$ cat src/rtl/divisor_seq.sv
// Sequential unsigned restoring divider: one shift and one conditional subtract per quotient bit.
// Define DIV_ZERO_DETECT_EN to short-circuit a zero divisor straight to DONE and flag div_by_zero.
module divisor_seq #(
    parameter int N = 8
) (
    input  logic         clk,
    input  logic         rst,
    input  logic         start,
    input  logic [N-1:0] dividend,
    input  logic [N-1:0] divisor,
    output logic [N-1:0] quotient,
    output logic [N-1:0] remainder,
    output logic         busy,
    output logic         done,
    output logic         div_by_zero
);
    localparam int CW = $clog2(N + 1);

    typedef enum logic [2:0] {
        S_IDLE  = 3'd0,
        S_INIT  = 3'd1,
        S_SHIFT = 3'd2,
        S_SUB   = 3'd3,
        S_DONE  = 3'd4
    } state_t;

    state_t        state_reg, state_next;
    logic [N:0]    a_reg, a_next;
    logic [N-1:0]  q_reg, q_next;
    logic [N-1:0]  b_reg, b_next;
    logic [CW-1:0] cnt_reg, cnt_next;
    logic [N:0]    diff;

    // A borrow out of the top bit means the divisor did not fit: keep A (restore).
    assign diff = a_reg - {1'b0, b_reg};

    always_ff @(posedge clk) begin
        if (rst) begin
            state_reg <= S_IDLE;
            a_reg     <= '0;
            q_reg     <= '0;
            b_reg     <= '0;
            cnt_reg   <= '0;
        end else begin
            state_reg <= state_next;
            a_reg     <= a_next;
            q_reg     <= q_next;
            b_reg     <= b_next;
            cnt_reg   <= cnt_next;
        end
    end

    always_comb begin
        state_next = state_reg;
        a_next     = a_reg;
        q_next     = q_reg;
        b_next     = b_reg;
        cnt_next   = cnt_reg;
        case (state_reg)
            S_IDLE: begin
                if (start) begin
                    q_next     = dividend;
                    b_next     = divisor;
                    state_next = S_INIT;
                end
            end
            S_INIT: begin
                a_next     = '0;
                cnt_next   = CW'(N);
                state_next = S_SHIFT;
`ifdef DIV_ZERO_DETECT_EN
                if (b_reg == '0) begin
                    a_next     = {1'b0, q_reg};
                    q_next     = '1;
                    state_next = S_DONE;
                end
`endif
            end
            S_SHIFT: begin
                {a_next, q_next} = {a_reg, q_reg} << 1;
                cnt_next         = cnt_reg - CW'(1);
                state_next       = S_SUB;
            end
            S_SUB: begin
                if (!diff[N]) begin
                    a_next = diff;
                    q_next = {q_reg[N-1:1], 1'b1};
                end
                state_next = (cnt_reg == '0) ? S_DONE : S_SHIFT;
            end
            S_DONE: begin
                if (!start) begin
                    state_next = S_IDLE;
                end
            end
            default: state_next = S_IDLE;
        endcase
    end

    assign quotient  = q_reg;
    assign remainder = a_reg[N-1:0];
    assign busy      = (state_reg == S_INIT) || (state_reg == S_SHIFT) || (state_reg == S_SUB);
    assign done      = (state_reg == S_DONE);

`ifdef DIV_ZERO_DETECT_EN
    assign div_by_zero = (state_reg == S_DONE) && (b_reg == '0);
`else
    assign div_by_zero = 1'b0;
`endif

endmodule

$ cat config.mk
export PLATFORM = sky130hd
export DESIGN_NAME = divisor_seq
export DESIGN_NICKNAME = d
export VERILOG_FILES = /design/src/rtl/divisor_seq.sv
export SDC_FILE = /design/constraint.sdc
export NUM_CORES = 1
export LEC_CHECK = 0
export ABC_AREA = 1
export CAP_MARGIN = 20
export CORE_MARGIN = 2
export CORE_UTILIZATION = 52
export CTS_CLUSTER_DIAMETER = 80
export DETAILED_ROUTE_END_ITERATION = 10
export PLACE_DENSITY = 0.8
export SLEW_MARGIN = 40
export SYNTH_ARGS = -nofsm -noshare
export SYNTH_HDL_FRONTEND = slang
export SYNTH_SLANG_ARGS = --single-unit
export TNS_END_PERCENT = 50
$ cat constraint.sdc
create_clock -name clk -period 2.7 [get_ports clk]
set_input_delay 0.675 -clock clk [delete_from_list [all_inputs] [get_ports clk]]
set_output_delay 0.675 -clock clk [all_outputs]
set_load 0.03 [all_outputs]
=== Word level (Yosys, flattened, before mapping) ===
Index checks and enable logic that the tools add are counted.

* Output and inout bits: 19
* Bits in registers: 32
* Bits of input ports: 19
* Word-level logic and storage cells: 39

* Equal/unequal tests: 7
* Muxes and demuxes: 10
* Bitwise gates (word level): 1
* $add $sub $neg: 2
* Reductions and logical operators: 13

{| class="wikitable"
|+ Operators with widths
! operator !! number
|-
| case mux 9 bit (3 select lines) || 1
|-
| case mux 8 bit (3 select lines) || 1
|-
| case mux 3 bit (5 select lines) || 1
|-
| 2-to-1 mux 3 bit || 3
|-
| 2-to-1 mux 9 bit || 1
|-
| subtractor 9 x 8 -> 9 bit || 1
|-
| 2-to-1 mux 8 bit || 1
|-
| case mux 4 bit (2 select lines) || 1
|-
| == test 3 x 2 -> 1 bit (second input constant) || 2
|-
| != test 2 bit (second input constant) || 3
|-
| AND reduction 2 bit || 3
|-
| AND reduction 3 bit || 2
|-
| nonzero test 3 bit || 2
|-
| zero test 4 bit || 1
|-
| nonzero test 2 bit || 2
|-
| subtractor 4 x 1 -> 4 bit (second input constant) || 1
|-
| == test 3 x 1 -> 1 bit (second input constant) || 1
|-
| == test 3 bit (second input constant) || 1
|-
| zero test 3 bit || 1
|-
| logical OR 1 bit || 2
|-
| 2-to-1 mux 1 bit || 1
|-
| NOT 1 bit || 1
|}

=== Depth between registers and ports, before layout ===
* Word-level depth: 3
* Gate-level depth with buffers: 14
* Mapped depth without buffers: 14

=== Worst setup path before layout ===
Ideal clock, no wire load.

* Kind: register -> output
* Start: reg state_reg[2]
* End: out done
* Arrival time: 1.264 ns
* Buffers on the path: 0
* Cell stages (with the launch flop): 3
* Data required time: 2.025 ns
* Slack: 0.761 ns
* Cell sequence: dfxtp_1 inv_4 nor3_1

* Longest elaborated chain between the ends: 1

{| class="wikitable"
|+ RTL lines
! what !! line !! source
|-
| start, declared || 27 || <nowiki>state_t state_reg, state_next;</nowiki>
|-
| start signal, assigned || 45 || <nowiki>state_reg <= state_next;</nowiki>
|-
| == test 3 bit || 103 || <nowiki>assign done = (state_reg == S_DONE);</nowiki>
|-
| end, declared || 14 || <nowiki>output logic done,</nowiki>
|}

Every way passes these cells.

=== Worst setup path in the final report ===
Ends and elaborated chain as after synthesis.

==> impl_results.md <==
- Hold_buf cts: 0
- CP Class: flop to output pin
- Area growth, synth to finish: 19.7%
- Commonest non-fill, non-tap cell in the layout: nand2_1
- VDD IR max: approximately 0.33 mV
- Max reg flops: 9
- Skew-Pair Late Insertion Delay: about 290 ps
- Full die area: 4380 µm²
- Final period utilization: slightly above 90%
- First-pass GRT wire length: between 7000 and 8000 µm
- Setup Skew: ~5.4 ps
- Cts bufs inserted: 5
- Num rows: 22
- Syn Nets: about 320
- Vias in the first global route: around 1900
- TNS Setup: 0 ps
- Synth Area in Adders: 7.21%
- Antenna Nets Post-Route: 0
- DR WL met2: roughly 2000 µm
- Worst setup SP type: flop
- Buffers on Ports: 36
- # DRC: 0
- Register area share after synthesis: 31.8%
- Pre-antenna DRT Iters: 4
- Reg clk slew, reported paths: approximately 70 ps
- CTS root buf: clkbuf_8
- Max clock buf depth: 2
- H-tree depth: 2
- Final nets: 351
- MaxCap Viol Count: 0
- GRT Util Overall: 22.5%
- Min Tclk post-route: ~2500 ps
- Diodes inserted: 0
- Slowest stage delay, CP: slightly above 700 ps
- PostCTS Resize Cnt: 0
- Worst-margin pin slew: 561 ps
- Grt total ovfl: 0
- Area leader, netlist: dfxtp_1
- Ys Warns: 0
- GP Congestion: just under 0.9
- Max Freq: around 400 MHz
- Metal-1 WL: 2070 µm
- Routed vias: 1867
- CTS tree: yes
- Top sig layer: met4
- Core ar.: between 3000 and 4000 µm²
- Final Max Tran Viols: 0
- WP data arrival: 1790 ps
- Largest family of logic cells by synthesized area: simple AND/OR/NAND/NOR gates
- Post-Synth XOR/XNOR Area: 0%
- Num Clock Sinks: 32
- Filler Cell Count: roughly 350
- WP data required: 2030 ps
- Largest net degree at the start of global routing: 20
- Synth unique cells: 31
- Reg2reg path depth: 13
- Finish-stage setup viols: 0
- Status: finished clean
- Iter 0 DRT Violations: 59
- Final hold vios: 0
- Leak Pwr: 1.09 nW
- Final HPWL DP: about 3200 µm
- Min-Delay Path Depth: 2
- Mapped Avg Cell Area: 6.87 µm²
- Layout cells sized above 1: approximately 8.4%
- Top cell type's share of synthesized area: a little under a third
- Slowest CP cell: clkdlybuf4s50_1
- RSZ-0062 raised after global routing: no
- #FFs+latches synth: 32
- # Post-CTS Setup Buffers: 0
- Power Density: about 670 nW/µm²
- Simple-Gate Fraction of Synth Area: between 30% and 40%
- Die Span Y: 66.2 µm
- DIE WIDTH: between 60 and 70 µm
- Placed Cells incl. Taps: approximately 360
- Synth top area cells: dfxtp_1 (32%), nand2_1 (15%), inv_1 (6.7%), a21oi_1 (6.2%), ha_1 (6.2%)
- Cells after Synth: 293
- Antenna violations before repair: 0
- Synth Cell Area: around 2000 µm²
- Non-Filler Instances: 370
- # IOs: 38
- Met3 wire len: about 210 µm
- WL/cell: approximately 12 µm
- Slew HR: 62.5%
- Vias per inst: roughly 5.0
- Routed wire length: ~4400 µm
- Commonest cells after routing, fill and taps aside: nand2_1 (79), inv_1 (36), clkdlybuf4s50_1 (35)
- Crit path max fanout: 6
- Mux cell area share after synthesis: 0%
- Complex-gate fraction of the synthesized area: 14.4%
- Starting density of the core: between 50 and 60%
- Crit end category: output pin
- Crit path cell chain: inv_4, nor3_1, clkdlybuf4s50_1
- Worst min path class: flop to flop
==> logic make-up (layout without fill, tap and decap cells) <==
family                   count (synthesis)  in the layout
other                                    1              1
adder cells (fa/ha/maj)                 11             11
AND/OR/NAND/NOR                        139            139
buffers and inverters                   57             86
AO/OA/AOI/OAI                           53             53
flip-flops                              32             32
==> power by group <==
part	switching [mW]	total [mW]	internal, mW
combinational	0.383	0.635	0.252
clock	0.182	0.386	0.203
sequential	0.0533	0.585	0.531
total	0.619	1.61	0.986
==> worst paths after layout <==
kind	to	from	slack [ps]
max reg2reg	a_reg[6]$_SDFFE_PP0P_	a_reg[0]$_SDFFE_PP0P_	480
min reg2reg	b_reg[0]$_SDFFE_PP0P_	b_reg[0]$_SDFFE_PP0P_	460
min	b_reg[0]$_SDFFE_PP0P_	b_reg[0]$_SDFFE_PP0P_	460
max	done	state_reg[2]$_SDFFE_PP0P_	230
==> cells in the mapped netlist, drive strengths merged <==
cell type and count:
a22oi 1, nand3 14, fa 1, a31oi 8, ha 10, a21oi 26, nor3 5, conb 1
a32oi 1, nand3b 6, dfxtp 32, nor2 29, nand2 84, or2 1, buf 17, inv 38
clkinv 1, o21ai 17, clkbuf 1
==> worst max-delay path, delay by kind of cell (launching register included) <==
family | cells | cell delay, ps
AND/OR/NAND/NOR | 1 | 200
buffers and inverters | 2 | 820
flip-flops | 1 | 490
==> per-stage QoR <==
stage	hold slack, ps	area [µm²]	power, mW	setup slack, ps	utilization (%)
after global placement	437	2320	1.21	548	62.8
after CTS	460	2410	1.61	219	65.3
after global routing	486	2410	1.73	135	65.3
final	456	2410	1.61	231	65.3
after floorplan	427	2010	1.08	761	-
after detailed placement	451	2320	1.22	501	62.8
==> layout make-up <==
type | count | area, µm² | share of cell area, %
tap | 48 | 60.1 | 2.49
clock buffer | 6 | 82.6 | 3.43
clock inverter | 2 | 10.0 | 0.416
sequential | 32 | 641 | 26.6
inverter | 39 | 151 | 6.29
timing repair buffer | 39 | 380 | 15.8
multi-input combinational | 204 | 1080 | 45.0
==> per-layer routing <==
metal	global-route usage (%)	vias up
li1	-	977
met1	26.2	837
met2	40.4	46
met3	5.96	7
met4	5.61	0
met5	0	-
(Power assumes the default switching activity.)
